<file path="src/rtl/enemy_missile_pkg.sv">
// Shared enemy-missile types and playfield constants, also used by the
// renderer and collision logic.
package enemy_missile_pkg;

  typedef enum logic {
    SLOT_IDLE    = 1'b0,
    SLOT_FALLING = 1'b1
  } slot_state_t;

  localparam int X_W      = 10;
  localparam int Y_W      = 9;
  localparam int SCREEN_W = 640;
  localparam int GROUND_Y = 440;

endpackage

</file>
<file path="src/rtl/enemy_missile_slot.sv">
// One enemy missile slot: IDLE/FALLING state plus its X/Y coordinates.
// All changes happen only on a frame tick; kill beats a ground hit.
module enemy_missile_slot
  import enemy_missile_pkg::*;
#(
  parameter int X_W       = enemy_missile_pkg::X_W,
  parameter int Y_W       = enemy_missile_pkg::Y_W,
  parameter int START_Y   = 0,
  parameter int GROUND_Y  = enemy_missile_pkg::GROUND_Y,
  parameter int FALL_STEP = 2
) (
  input  logic           clk,
  input  logic           rst,
  input  logic           tick,
  input  logic           kill,
  input  logic           spawn,
  input  logic [X_W-1:0] seed_x,
  output logic           active,
  output logic [X_W-1:0] x,
  output logic [Y_W-1:0] y,
  output logic           hit
);

  slot_state_t    state;
  slot_state_t    state_nxt;
  logic [Y_W:0]   y_next;
  logic           ground;

  // One extra bit so the ground compare cannot wrap
  assign y_next = {1'b0, y} + (Y_W+1)'(FALL_STEP);
  assign ground = (y_next >= (Y_W+1)'(GROUND_Y));

  // State register
  always_ff @(posedge clk or posedge rst) begin
    if (rst) state <= SLOT_IDLE;
    else     state <= state_nxt;
  end

  // Next-state: spawn only from IDLE, kill or ground hit only from FALLING
  always_comb begin
    state_nxt = state;
    if (tick) begin
      case (state)
        SLOT_IDLE:    if (spawn) state_nxt = SLOT_FALLING;
        SLOT_FALLING: if (kill || ground) state_nxt = SLOT_IDLE;
        default:      state_nxt = SLOT_IDLE;
      endcase
    end
  end

  // Output decode
  always_comb begin
    active = (state == SLOT_FALLING);
  end

  // Coordinates and one-clock ground-hit pulse; a killed missile never reports a hit
  always_ff @(posedge clk or posedge rst) begin
    if (rst) begin
      x   <= '0;
      y   <= '0;
      hit <= 1'b0;
    end else begin
      hit <= 1'b0;
      if (tick) begin
        case (state)
          SLOT_IDLE: begin
            if (spawn) begin
              x <= seed_x;
              y <= Y_W'(START_Y);
            end
          end
          SLOT_FALLING: begin
            if (!kill) begin
              if (ground) begin
                y   <= Y_W'(GROUND_Y);
                hit <= 1'b1;
              end else begin
                y <= y_next[Y_W-1:0];
              end
            end
          end
          default: ;
        endcase
      end
    end
  end

endmodule

</file>
<file path="src/rtl/enemy_missile_spawner.sv">
// Turns the serial spawn-bit stream into falling enemy missiles: keeps a
// free-running X seed, picks the lowest idle slot on a spawn, and reports
// ground impacts and dropped spawns as one-clock pulses.
module enemy_missile_spawner
  import enemy_missile_pkg::*;
#(
  parameter int NUM_SLOTS = 4,
  parameter int X_W       = enemy_missile_pkg::X_W,
  parameter int Y_W       = enemy_missile_pkg::Y_W,
  parameter int SCREEN_W  = enemy_missile_pkg::SCREEN_W,
  parameter int X_STEP    = 137,
  parameter int START_Y   = 0,
  parameter int GROUND_Y  = enemy_missile_pkg::GROUND_Y,
  parameter int FALL_STEP = 2
) (
  input  logic                     clk,
  input  logic                     rst,
  input  logic                     frame_tick,
  input  logic                     spawn_bit,
  input  logic [NUM_SLOTS-1:0]     kill,
  output logic [NUM_SLOTS-1:0]     active,
  output logic [NUM_SLOTS*X_W-1:0] missile_x,
  output logic [NUM_SLOTS*Y_W-1:0] missile_y,
  output logic                     impact,
  output logic [NUM_SLOTS-1:0]     impact_mask,
  output logic                     spawn_drop
);

  logic [X_W:0]         x_seed;
  logic [X_W:0]         seed_sum;
  logic [NUM_SLOTS-1:0] free_mask;
  logic [NUM_SLOTS-1:0] lowest_free;
  logic                 spawn_req;

  assign seed_sum = x_seed + (X_W+1)'(X_STEP);

  // Free-running X seed, wrapped into 0..SCREEN_W-1
  always_ff @(posedge clk or posedge rst) begin
    if (rst) begin
      x_seed <= '0;
    end else if (seed_sum >= (X_W+1)'(SCREEN_W)) begin
      x_seed <= seed_sum - (X_W+1)'(SCREEN_W);
    end else begin
      x_seed <= seed_sum;
    end
  end

  // Eligibility uses slot state at the start of the tick, so a slot freed
  // on this tick cannot be reused until the next one.
  assign spawn_req   = frame_tick & spawn_bit;
  assign free_mask   = ~active;
  assign lowest_free = free_mask & (~free_mask + NUM_SLOTS'(1));

  // Spawn request with every slot busy is dropped and flagged for one clock
  always_ff @(posedge clk or posedge rst) begin
    if (rst) spawn_drop <= 1'b0;
    else     spawn_drop <= spawn_req & (&active);
  end

  assign impact = |impact_mask;

  for (genvar i = 0; i < NUM_SLOTS; i++) begin : g_slot
    enemy_missile_slot #(
      .X_W       (X_W),
      .Y_W       (Y_W),
      .START_Y   (START_Y),
      .GROUND_Y  (GROUND_Y),
      .FALL_STEP (FALL_STEP)
    ) u_slot (
      .clk    (clk),
      .rst    (rst),
      .tick   (frame_tick),
      .kill   (kill[i]),
      .spawn  (spawn_req & lowest_free[i]),
      .seed_x (x_seed[X_W-1:0]),
      .active (active[i]),
      .x      (missile_x[i*X_W +: X_W]),
      .y      (missile_y[i*Y_W +: Y_W]),
      .hit    (impact_mask[i])
    );
  end

endmodule

</file>
<file path="config.mk">
export PLATFORM = sky130hd
export DESIGN_NAME = enemy_missile_spawner
export DESIGN_NICKNAME = d
export VERILOG_FILES = /design/src/rtl/enemy_missile_pkg.sv /design/src/rtl/enemy_missile_slot.sv /design/src/rtl/enemy_missile_spawner.sv
export SDC_FILE = /design/constraint.sdc
export NUM_CORES = 1
export LEC_CHECK = 0
export ABC_AREA = 0
export BUFFER_PORTS_ARGS = -buffer_cell sky130_fd_sc_hd__buf_2
export CORE_MARGIN = 3
export CORE_UTILIZATION = 32
export CTS_CLUSTER_SIZE = 8
export DETAILED_ROUTE_END_ITERATION = 6
export GPL_ROUTABILITY_DRIVEN = 0
export PLACE_DENSITY_LB_ADDON = 0.08
export SYNTH_ARGS = -nofsm -noshare
export SYNTH_HDL_FRONTEND = slang
export SYNTH_SLANG_ARGS = --single-unit
</file>
<file path="constraint.sdc">
create_clock -name clk -period 3.7 [get_ports clk]
set_input_delay 0.37 -clock clk [delete_from_list [all_inputs] [get_ports clk]]
set_output_delay 0.37 -clock clk [all_outputs]
set_load 0.01 [all_outputs]
</file>
==> key figures, run 1 <==
Outcome
  • Status: complete, no violations

Clock tree
  • Clk buf depth: 2
  • Post-CTS setup buffer count: 0
  • Hold buffer count at CTS: 0
  • Clk root buf: clkbuf_16
  • H-tree levels: 3
  • CTS resizes: 0
  • Worst-path clk slew: 0.07 ns
  • Clock latency on the worst-skew pair: 0.35 ns
  • CTS tree: done
  • Clock Sinks: 92
  • CTS buffer count: 9

Routing
  • First-pass iteration count of the detailed router: 5
  • Total wire length: 12520 um
  • ANT nets after route: 0
  • Initial drt markers: 277
  • Via count: 3986
  • # DRC: 0
  • WL/cell: 16.07 um
  • Vias per cell: 5.117

Timing
  • Fmax: 422.6 MHz
  • Tmin final: 2.366 ns
  • Worst-Margin Slew: 0.7725 ns
  • Fin worst setup slack: 1.334 ns
  • Final Setup Violations: 0
  • Skew final: 0.008453 ns
  • Final hold viol count: 0
  • RSZ-0062 raised after global routing: no
  • Final TNS setup: 0 ns
  • Max-slew violations: 0
  • Slew headroom: 48.39%
  • Fin crit share: 63.95%

Setup path
  • CP endpoint kind: flop
  • Crit-path max FO: 9
  • R2R depth: 9
  • Critical path launch point type: flop
  • CP Class: reg -> reg
  • RR Startpoint: x_seed[1]
  • CP endpoint: x_seed[8]
  • Worst EP arrival: 2.63 ns
  • Reg2reg end: x_seed[8]
  • R2R setup slack: 1.33 ns
  • Worst path required time: 3.97 ns
  • CP startpoint: x_seed[1]

Final layout
  • Final design utilization: 38.58%
  • Most frequent cells in the layout: nand2_1 (123), dfrtp_1 (92), buf_2 (89)
  • Ant. Diodes: 0
  • Most common cell after layout, fill and taps aside: nand2_1
  • Post-layout instance count excluding filler cells: 779
  • Area Overhead vs Synth: 17.10%
  • Ratio of cells with drive above 1 in the final layout: 23.87%
  • NumNets Final: 605

Synthesis
  • Netlist area before placement: 0.004807 sq mm
  • Top cell type's share of synthesized area: 47.89%
  • Synth warnings: 0
  • Top cells by area, synth: dfrtp_1 (48%), nand2_1 (9.6%), o21ai_0 (2.6%), nor2_1 (2.6%), mux2_2 (2.6%)
  • Synth Area in Compound Gates: 15.43%
  • Post-synth EDFFs: 0
  • Sequential area share after synthesis: 47.89%
  • Synth unique cells: 62
  • Synth Area in Simple Gates: 23.03%
  • Cell taking the most area after synthesis: dfrtp_1
  • Synth Register Bits: 92
  • Post-Syn Area per Cell: 9.209 sq um
  • Main synth FF type: dfrtp_1
  • Main combinational cell family by area after synthesis: simple AND/OR/NAND/NOR gates
  • Synth async-reset ratio: 100.0%
  • Post-Syn Instances: 522
  • Mux share of post-synthesis cell area: 3.618%
  • XOR/XNOR share of the synthesized area: 2.551%
  • Adder-cell share of the synthesized area: 2.056%

Floorplanning
  • Initial Utilization: 32.95%
  • DIE HEIGHT: 128.6 um
  • Number of cell rows: 44
  • CORE AREA: 0.01459 sq mm
  • IO Pins: 94
  • DIE AREA: 0.01653 sq mm
  • Die width: 128.6 um

GRT
  • Initial antenna violation count: 0
  • GRT Resource Usage Total: 15.62%
  • Vias in the first global route: 3832
  • Remaining global-route overflow: 0
  • Largest net degree at the start of global routing: 61
  • First-pass GRT wire length: 20480 um

Place
  • # port buffers: 89
  • Dpl ws: 1.330 ns
  • Dpl hpwl: 8848 um
  • Cell count after placement: 763

Pwr
  • Internal power: 2149 uW
  • Switch Pwr: 1123 uW
  • Total power: 3272 uW
  • Power share of the sequential group: 45.8%
  • Maximum VDD drop: 0.2580 mV
  • P_leak: 0.002724 uW
  • Sw Share: 34.33%
  • Comb pwr share: 24.8%
  • Clock power frac: 29.4%
  • Pwr dens: 581.3 mW/mm^2

Job
  • Max-cap check violation count: 0

Worst hold path
  • HP Class: in -> async
worst max-delay path, cell delays in order, from the launching register on:
cell and delay [ns]:
dfrtp_1 0.54, ha_1 0.31, a21o_1 0.23, a41oi_2 0.16, xnor2_1 0.22, inv_1 0.08, ha_1 0.22, o41a_1 0.13
o21ai_2 0.18, mux2i_1 0.21
power by group through the flow:
stage	clock network [uW]	logic, uW	registers, uW
4_1_cts	1000	831	1510
6_report	962	810	1500
3_5_place_dp	0	828	1520
2_1_floorplan	0	426	1550
5_1_grt	1040	921	1540
3_3_place_gp	0	824	1520
worst min path at each step:
stage	to	slack [ns]
6_report	g_slot[2].u_slot.y[8]	0.17
5_1_grt	g_slot[2].u_slot.y[8]	0.24
4_1_cts	g_slot[2].u_slot.y[8]	0.20
3_5_place_dp	g_slot[1].u_slot.x[7]	0.46
3_3_place_gp	g_slot[1].u_slot.x[4]	0.46
2_1_floorplan	g_slot[3].u_slot.x[9]	0.50
stage by stage:
stage / area, sq um / hold WS, ns
6_report: 5629 / 0.1699
3_5_place_dp: 5319 / 0.4584
5_1_grt: 5629 / 0.2367
3_3_place_gp: 5319 / 0.4628
4_1_cts: 5629 / 0.1961
2_1_floorplan: 4818 / 0.5019
Yosys cell counts, types with 5 or more instances:
library cell,number
nand2_1,123
dfrtp_1,92
nor2_1,33
o21ai_0,25
nand3_1,24
a21oi_1,19
clkbuf_1,14
inv_1,13
buf_2,12
buf_4,12
mux2_2,11
xnor2_1,10
nor3_1,9
nand2b_1,8
ha_1,7
a31oi_1,6
and3_1,6
nand4_1,6
and4_1,5
mux2i_1,5
nand3b_1,5
nor2b_1,5
or2_2,5
cell families (layout without fill, tap and decap cells):
group                    after synthesis  in the layout
AND/OR/NAND/NOR                      241            241
other                                  1              4
flip-flops                            92             92
buffers and inverters                 52            122
AO/OA/AOI/OAI                         98             98
XOR/XNOR                              14             14
adder cells (fa/ha/maj)                8              8
multiplexers                          16             16
layer usage:
metal / track usage (%) / part of all wire [%]
met1: 20.59 / 46
met4: 4.756 / 1.4
met2: 25.59 / 47
met5: 0 / 0
met3: 3.736 / 5.2
final cells by class:
type | count | area (sq um)
Fill cell | 1507 | 8960
Sequential cell | 92 | 2302
Multi-Input combinational cell | 381 | 2260
Timing Repair Buffer | 93 | 475.5
Clock buffer | 10 | 239.0
Tap cell | 184 | 230.2
Clock inverter | 6 | 71.32
Inverter | 13 | 51.30
sequential cells by signal (all words and copies together) (netlist names):
signal                flops
spawn_drop                1
g_slot.u_slot.hit         4
g_slot.u_slot.x          40
g_slot.u_slot.y          32
g_slot.u_slot.active      4
x_seed                   11
(Power assumes the default switching activity.)
==> inputs of run 2 (changes only) <==
==> constraint.sdc (replaced) <==
create_clock -name clk -period 2.45 [get_ports clk]
set_input_delay 0.245 -clock clk [delete_from_list [all_inputs] [get_ports clk]]
set_output_delay 0.245 -clock clk [all_outputs]
set_load 0.01 [all_outputs]
==> run 2 against run 1 <==
  * Combinational power is 52% higher
  * Clock skew fell by 0.0014 ns
  * Sequential power up 51%
  * Maximum frequency is 7.1% higher
  * Count of clock-buffer cells in the layout rose by 1
  * Critical path depth unchanged
  * Hold slack gained 0.065 ns
  * Final cell count is 1.0% higher
  * Global-route usage fell by 0.22 points
==> key figures, run 2 (same netlist as run 1, synthesis figures left out) <==
Final layout
  • Largest registers: g_slot.u_slot.x (40), g_slot.u_slot.y (32), x_seed (11)
  • Most frequent cells in the layout: nand2_1 (123), dfrtp_1 (92), buf_2 (89)
  • NumNets Final: 614
  • Largest Register: g_slot.u_slot.x
  • Ratio of cells with drive above 1 in the final layout: 24.71%
  • Filler Cell Count: 1493
  • Largest register FFs: 40
  • Most common cell after layout, fill and taps aside: nand2_1
  • Ant. Diodes: 0
  • Area Overhead vs Synth: 19.03%

Floorplanning
  • Initial Utilization: 32.95%
  • DIE AREA: 0.01653 sq mm
  • Die width: 128.6 um
  • IO Pins: 94
  • DIE HEIGHT: 128.6 um
  • CORE AREA: 0.01459 sq mm
  • Number of cell rows: 44

Timing
  • Slew headroom: 60.79%
  • RSZ-0062 raised after global routing: no
  • Final hold viol count: 0
  • Skew final: 0.007008 ns
  • Fmax: 452.5 MHz
  • Final TNS setup: 0 ns
  • Tmin final: 2.210 ns
  • Max-slew violations: 0
  • Fin worst setup slack: 0.2401 ns
  • Final Setup Violations: 0
  • Worst-Margin Slew: 0.5821 ns
  • Fin crit share: 90.20%

Job
  • Max-cap check violation count: 0

GRT
  • GRT Resource Usage Total: 15.41%
  • Largest net degree at the start of global routing: 73
  • Remaining global-route overflow: 0
  • Vias in the first global route: 3860
  • First-pass GRT wire length: 20180 um
  • Initial antenna violation count: 0

Routing
  • WL/cell: 15.83 um
  • Vias per cell: 5.009
  • Via count: 3942
  • ANT nets after route: 0
  • First-pass iteration count of the detailed router: 4
  • Total wire length: 12460 um
  • # DRC: 0
  • Initial drt markers: 238

Clock tree
  • Clock latency on the worst-skew pair: 0.34 ns
  • H-tree levels: 3
  • Clk root buf: clkbuf_16
  • Clk buf depth: 2
  • Clock Sinks: 92
  • Post-CTS setup buffer count: 0
  • CTS buffer count: 9
  • Worst-path clk slew: 0.07 ns
  • CTS tree: done

Outcome
  • Status: complete, no violations

Setup path
  • CP endpoint kind: flop
  • CP endpoint: x_seed[8]
  • R2R depth: 9
  • Crit-path max FO: 5
  • R2R setup slack: 0.24 ns
  • Worst path required time: 2.72 ns
  • CP Class: reg -> reg
  • Critical path launch point type: flop
  • Reg2reg end: x_seed[8]
  • RR Startpoint: x_seed[0]
  • CP startpoint: x_seed[0]
  • Worst EP arrival: 2.48 ns

Place
  • # port buffers: 89
  • Dpl ws: 0.2241 ns
  • Dpl hpwl: 8885 um

Pwr
  • Pwr dens: 872.3 mW/mm^2
  • Total power: 4991 uW
  • P_leak: 0.002775 uW
  • Maximum VDD drop: 0.3741 mV

Worst hold path
  • HP Class: in -> reg
-- run 2: worst min-delay path by stage --
stage / startpoint / to / cells past startpoint
after floorplan: kill[0] / g_slot[0].u_slot.active / 2
after detailed placement: rst / g_slot[2].u_slot.x[7] / 2
after global placement: rst / g_slot[2].u_slot.x[7] / 2
after global routing: kill[0] / g_slot[0].u_slot.active / 3
after CTS: kill[0] / g_slot[0].u_slot.active / 3
final: kill[0] / g_slot[0].u_slot.active / 3
-- run 2: final cells by class --
cell class              instances  area (sq um)  share of cell area [%]
clock buffers                  11         242.7                   4.242
multi-input cells             381          2262                   39.54
flip-flops and latches         92          2302                   40.24
repair buffers                102         558.0                   9.753
inverters                      13         52.55                  0.9184
well taps                     184         230.2                   4.024
clock inverters                 4         73.82                   1.290
-- run 2: per-stage QoR --
step / cell area [sq um] / utilization, % / hold WS, ns / std cells
2_1_floorplan: 4822 / - / 0.4375 / 525
3_3_place_gp: 5393 / 36.96 / 0.3040 / 771
3_5_place_dp: 5393 / 36.96 / 0.2994 / 771
4_1_cts: 5719 / 39.20 / 0.2252 / 787
5_1_grt: 5722 / 39.22 / 0.2704 / 787
6_report: 5722 / 39.22 / 0.2348 / 787
-- run 2: timing repair --
action / CTS / global route
hold buffers: 1 / 0
setup endpoints to repair: 0 / 1
gates resized for setup: 0 / 1
hold endpoints to repair: 20 / 0
-- run 2: report_power, final --
part / total [uW] / internal [uW] / switching, uW
logic: 1230 / 541 / 692
registers: 2260 / 1880 / 373
clock network: 1500 / 917 / 584
total: 4990 / 3340 / 1650
-- run 2: worst max-delay path: stages, from the launching register on --
cell and delay, ns:
dfrtp_1 0.38, ha_1 0.26, a21o_1 0.25, a41oi_2 0.24, xnor2_1 0.17, inv_1 0.09, ha_1 0.22, o41a_1 0.14
o21ai_2 0.19, mux2i_1 0.20
-- run 2: layer usage --
layer | vias to the layer above | global-route usage [%] | routed length, um
met5 | - | 0 | 0
met4 | 0 | 6.238 | 239
met3 | 15 | 2.657 | 515
met2 | 67 | 24.76 | 5950
met1 | 1908 | 20.72 | 5755
li1 | 1952 | - | -
